**src/rtl/pipe_chain.sv**
```systemverilog
// pipe_chain: in-order back-end register chain (stage 0 = E, STAGES-1 = W)
// with per-stage hold/flush/bubble control, a source-register forwarding
// network and a retirement counter.
// Optional feature: define PIPE_FWD_EN to enable in-flight forwarding;
// otherwise operands always come from the register file.
module pipe_chain #(
  parameter int STAGES = 3,
  parameter int WIDTH  = 64,
  parameter int RADDR  = 5,
  parameter int NSRC   = 2
) (
  input  logic                    clk,
  input  logic                    reset,
  input  logic                    in_valid,
  output logic                    in_ready,
  input  logic [WIDTH-1:0]        in_data,
  input  logic [RADDR-1:0]        in_rd,
  input  logic                    in_we,
  input  logic                    bubble,
  input  logic [STAGES-1:0]       hold,
  input  logic [STAGES-1:0]       flush,
  output logic [STAGES-1:0]       st_valid,
  output logic [STAGES*WIDTH-1:0] st_data,
  output logic [STAGES*RADDR-1:0] st_rd,
  output logic [STAGES-1:0]       st_we,
  input  logic [STAGES*32-1:0]    st_result,
  input  logic [NSRC*RADDR-1:0]   fwd_ra,
  input  logic [NSRC*32-1:0]      fwd_rf,
  output logic [NSRC*32-1:0]      fwd_val,
  output logic [NSRC-1:0]         fwd_hit,
  output logic [31:0]             retired
);

  localparam int LAST = STAGES - 1;

  logic [STAGES-1:0] frz;
  logic [STAGES-1:0] validQ;
  logic [STAGES-1:0] weQ;
  logic [WIDTH-1:0]  dataQ [STAGES];
  logic [RADDR-1:0]  rdQ   [STAGES];
  logic [31:0]       retCnt;
  logic              retire;
  logic [RADDR-1:0]  srcReg;
  logic              found;

  // A stage is frozen when it or any older stage holds
  always_comb begin
    frz       = '0;
    frz[LAST] = hold[LAST];
    for (int unsigned k = 1; k < STAGES; k++) begin
      frz[LAST-k] = hold[LAST-k] | frz[LAST-k+1];
    end
  end

  assign in_ready = ~frz[0] & ~bubble & ~flush[0];
  assign retire   = validQ[LAST] & ~hold[LAST] & ~flush[LAST];

  // Stage registers: flush > freeze > load/bubble/copy
  always_ff @(posedge clk) begin
    if (reset) begin
      validQ <= '0;
      weQ    <= '0;
      for (int unsigned i = 0; i < STAGES; i++) begin
        dataQ[i] <= '0;
        rdQ[i]   <= '0;
      end
    end else begin
      if (flush[0]) begin
        validQ[0] <= 1'b0;
        weQ[0]    <= 1'b0;
        dataQ[0]  <= '0;
        rdQ[0]    <= '0;
      end else if (!frz[0]) begin
        validQ[0] <= in_valid & ~bubble;
        weQ[0]    <= in_we;
        dataQ[0]  <= in_data;
        rdQ[0]    <= in_rd;
      end
      for (int unsigned i = 1; i < STAGES; i++) begin
        if (flush[i]) begin
          validQ[i] <= 1'b0;
          weQ[i]    <= 1'b0;
          dataQ[i]  <= '0;
          rdQ[i]    <= '0;
        end else if (!frz[i]) begin
          if (hold[i-1]) begin
            validQ[i] <= 1'b0;
            weQ[i]    <= 1'b0;
            dataQ[i]  <= '0;
            rdQ[i]    <= '0;
          end else begin
            validQ[i] <= validQ[i-1];
            weQ[i]    <= weQ[i-1];
            dataQ[i]  <= dataQ[i-1];
            rdQ[i]    <= rdQ[i-1];
          end
        end
      end
    end
  end

  // Retirement counter, wraps at 2^32
  always_ff @(posedge clk) begin
    if (reset) begin
      retCnt <= '0;
    end else if (retire) begin
      retCnt <= retCnt + 32'd1;
    end
  end

  assign retired  = retCnt;
  assign st_valid = validQ;
  assign st_we    = weQ;

  // Flatten per-stage payload and destination onto the packed output buses
  always_comb begin
    st_data = '0;
    st_rd   = '0;
    for (int unsigned i = 0; i < STAGES; i++) begin
      st_data[i*WIDTH +: WIDTH] = dataQ[i];
      st_rd[i*RADDR +: RADDR]   = rdQ[i];
    end
  end

`ifndef PIPE_FWD_EN
  logic unusedResult;
  assign unusedResult = ^st_result;
`endif

  // Operand lookup: youngest matching in-flight stage wins, x0 reads as zero
  always_comb begin
    fwd_val = fwd_rf;
    fwd_hit = '0;
    srcReg  = '0;
    found   = 1'b0;
    for (int unsigned p = 0; p < NSRC; p++) begin
      srcReg = fwd_ra[p*RADDR +: RADDR];
      found  = 1'b0;
`ifdef PIPE_FWD_EN
      for (int unsigned i = 0; i < STAGES; i++) begin
        if (!found && validQ[i] && weQ[i] && (rdQ[i] == srcReg)) begin
          fwd_val[p*32 +: 32] = st_result[i*32 +: 32];
          fwd_hit[p]          = 1'b1;
          found               = 1'b1;
        end
      end
`endif
      if (srcReg == '0) begin
        fwd_val[p*32 +: 32] = '0;
        fwd_hit[p]          = 1'b0;
      end
    end
  end

endmodule

```
**config.mk**
```make
export PLATFORM = sky130hd
export DESIGN_NAME = pipe_chain
export DESIGN_NICKNAME = d
export VERILOG_FILES = /design/src/rtl/pipe_chain.sv
export SDC_FILE = /design/constraint.sdc
export NUM_CORES = 1
export LEC_CHECK = 0
export BUFFER_PORTS_ARGS = -buffer_cell sky130_fd_sc_hd__buf_2
export CAP_MARGIN = 20
export CORE_AREA = 2 2 221 223
export CTS_BUF_LIST = sky130_fd_sc_hd__clkbuf_16
export DETAILED_ROUTE_END_ITERATION = 8
export DIE_AREA = 0 0 223 225
export SYNTH_ARGS = -nofsm -noshare
export SYNTH_HDL_FRONTEND = slang
export SYNTH_SLANG_ARGS = --single-unit
```
**constraint.sdc**
```tcl
create_clock -name clk -period 5 [get_ports clk]
set_input_delay 0.5 -clock clk [delete_from_list [all_inputs] [get_ports clk]]
set_output_delay 0.5 -clock clk [all_outputs]
set_load 0.02 [all_outputs]
```
==> results.md <==
- Status: completed
- Tot GR Track Use: 12.1%
- CP Max Fanout: 40
- Initial core utilization: 20.9%
- Share of the synthesized area in the top cell type: roughly 62%
- Hpwl dp: 23.9 mm
- Yosys top cell by area: edfxtp_1
- FF-to-FF End: retired[31]
- Hold endpoint: st_we[0]
- Core area: ~48,000 µm²
- Achievable Freq: ~390 MHz
- Worst Setup Slack, final: 2.42 ns
- Yosys reg bits: 245
- PortBufs: 463
- Longest Clk Path Bufs: 3
- Chip width: about 220 µm
- H-tree levels: 1
- Hold buffer count at cts: 0
- Final Util: 29.3%
- Boundary pin count: 562
- Sum of negative setup slack: 0 ns
- Max-slew headroom: 39.1%
- Hold Vio Cnt, Final: 0
- Worst reg2reg path depth: 4
- Mapped Cells: 720
- Worst slew pin tran: 0.913 ns
- VDD IR-drop max: approximately 240 µV
- Worst slack, placed: around 1.8 ns
- Leak: 6.38 nW
- Remaining DRCs: 0
- Yosys cell types: 46
- Drt first pass iters: 5
- CTS tree: done
- Post-synth EDFFs: 207
- Crit Path Class: in -> reg
- Vias post-DR: around 7,400
- Ys Warns: 0
- Register area share after synthesis: a little over two thirds
- Critical Path Sink Type: flip-flop
- Nets: 1,437
- Post-CTS setup repair buffer count: 0
- DIE AREA: between 50,000 and 60,000 µm²
- Area of the multi-input gates: 2790 µm²
- Async set-or-reset flop fraction in the synthesized netlist: 0%
- Hold crit path type: in -> reg
- Placer Congestion: 0.828
- Worst r2r src: st_valid[2]
- Clk root buf: clkbuf_16
- Sequential Area: 6980 µm²
- Commonest non-fill, non-tap cell in the layout: buf_2
- Total power: a little under 5 mW
- Vias in the first global route: 7,148
- RSZ-0062 raised after global routing: no
- Post-CTS sizing: 0
- Clock Sinks: 245
- Reg2reg setup slack: 2.78 ns
- Clock transition at path regs: 0.06 ns
- DR WL/cell: 17.6 µm
- Max-cap violations: 0
- Antenna violations before repair: 4
- Worst Path Required: 5.28 ns
- Tmin final: ~2.6 ns
- Drt initial violations: 347
- Clock skew: 0.0192 ns
- Syn Std Cell Area: roughly 10000 µm²
- Cell Pwr Density: 350 nW/µm²
- Antenna Nets Post-Route: 0
- Slew Viols, Final: 0
- Final period utilization: 51.6%
- Grt ovf: 0
- Arrival time at the worst endpoint: 2.87 ns
- CTS Buf Count: 29
- # setup viols final: 0
- Die height: 225 µm
- Commonest non-fill, non-tap cells in the layout: buf_2, and2_1, edfxtp_1
- Area growth syn-to-layout: 39.8%
- Worst skew pair latency: 0.56 ns
- Critical path launch point type: input port
- Ranking of synthesized cells by area: edfxtp_1, and2_1, dfxtp_1
- First-pass GRT wire length: 45.4 mm
- FP Rows: 80
- Layout fillers: ~4,900
- Share of post-route cells with drive strength above 1: between 40 and 50%
- Largest net degree at the start of global routing: between 70 and 80
- Vias per cell: 4.06
- Hold Startpoint: in_we
- Post-Route WL: 32.2 mm
- Hold path cells: 2
- Synth Area per Inst: 13.8 µm²
- Primary FF master, synth: edfxtp_1
## synthesized netlist by cell type (all sizes together), types with 7 or more instances
library cell,number
a21oi,18
and2,210
buf,7
clkbuf,31
dfxtp,38
edfxtp,207
inv,7
nand2,9
nand3,10
nand4,14
nor2,17
nor2b,65
o31ai,10
or3,7
or4,12
xor2,7
## sequential cells by signal, summed over array words and instances (netlist names)
register	flops
dataQ	192
retired	32
rdQ	15
st_valid	3
st_we	3
## worst max-delay path, cell delays in order
cell      delay [ns]
buf_2           0.18
or3_1           0.30
nor3b_1         0.48
clkinv_2        0.85
buf_4           0.52
## per-layer routing
metal | track usage (%) | routed length [µm]
met4 | 3.75 | 806
met1 | 15.6 | 14000
met5 | 0 | 0
met3 | 2.07 | 1480
met2 | 20.6 | 15900
## how the worst max path moves through the flow
stage | startpoint | endpoint | slack (ns)
after floorplan | hold[2] | dataQ[0][0] | 2.11
after detailed placement | reset | dataQ[1][56] | 1.82
after global routing | hold[2] | dataQ[0][20] | 2.26
after global placement | reset | dataQ[1][53] | 1.86
final | hold[2] | dataQ[0][55] | 2.42
after CTS | fwd_ra[5] | fwd_val[39] | 2.17
## final cells by class
class	instances	share of cell area, %
clock buffer	30	5.39
sequential	245	50.1
multi-input combinational	431	20.0
antenna	5	0.0899
clock inverter	24	1.43
tap	615	5.53
inverter	7	0.216
timing repair buffer	472	17.2
## kinds of logic (layout without fill, tap and decap cells)
kind of cell    Yosys count  after routing  synth area share, %
simple gates            371            371                 23.5
flops                   245            245                 70.0
buf+inv                  45            533                 2.22
compound gates           44             44                 2.85
xor+xnor                 11             11                0.967
mux                       2              2                0.214
fa+ha+maj                 1              1                0.126
other cells               1              7               0.0376
## stage by stage
stage	std cells	hold WS, ns	area, µm²
final	1829	0.168	13900
after CTS	1822	0.119	13900
after detailed placement	1768	0.485	12900
after global placement	1768	0.468	12900
after floorplan	721	0.554	9960
after global routing	1828	0.149	13900
## where the power goes
group	switching (mW)	leakage (nW)	internal, mW
clock	0.865	0.497	1.24
sequential	0.0406	2.66	2.30
combinational	0.292	3.22	0.143
total	1.20	6.38	3.68
Power figures use the tool's default switching activity.
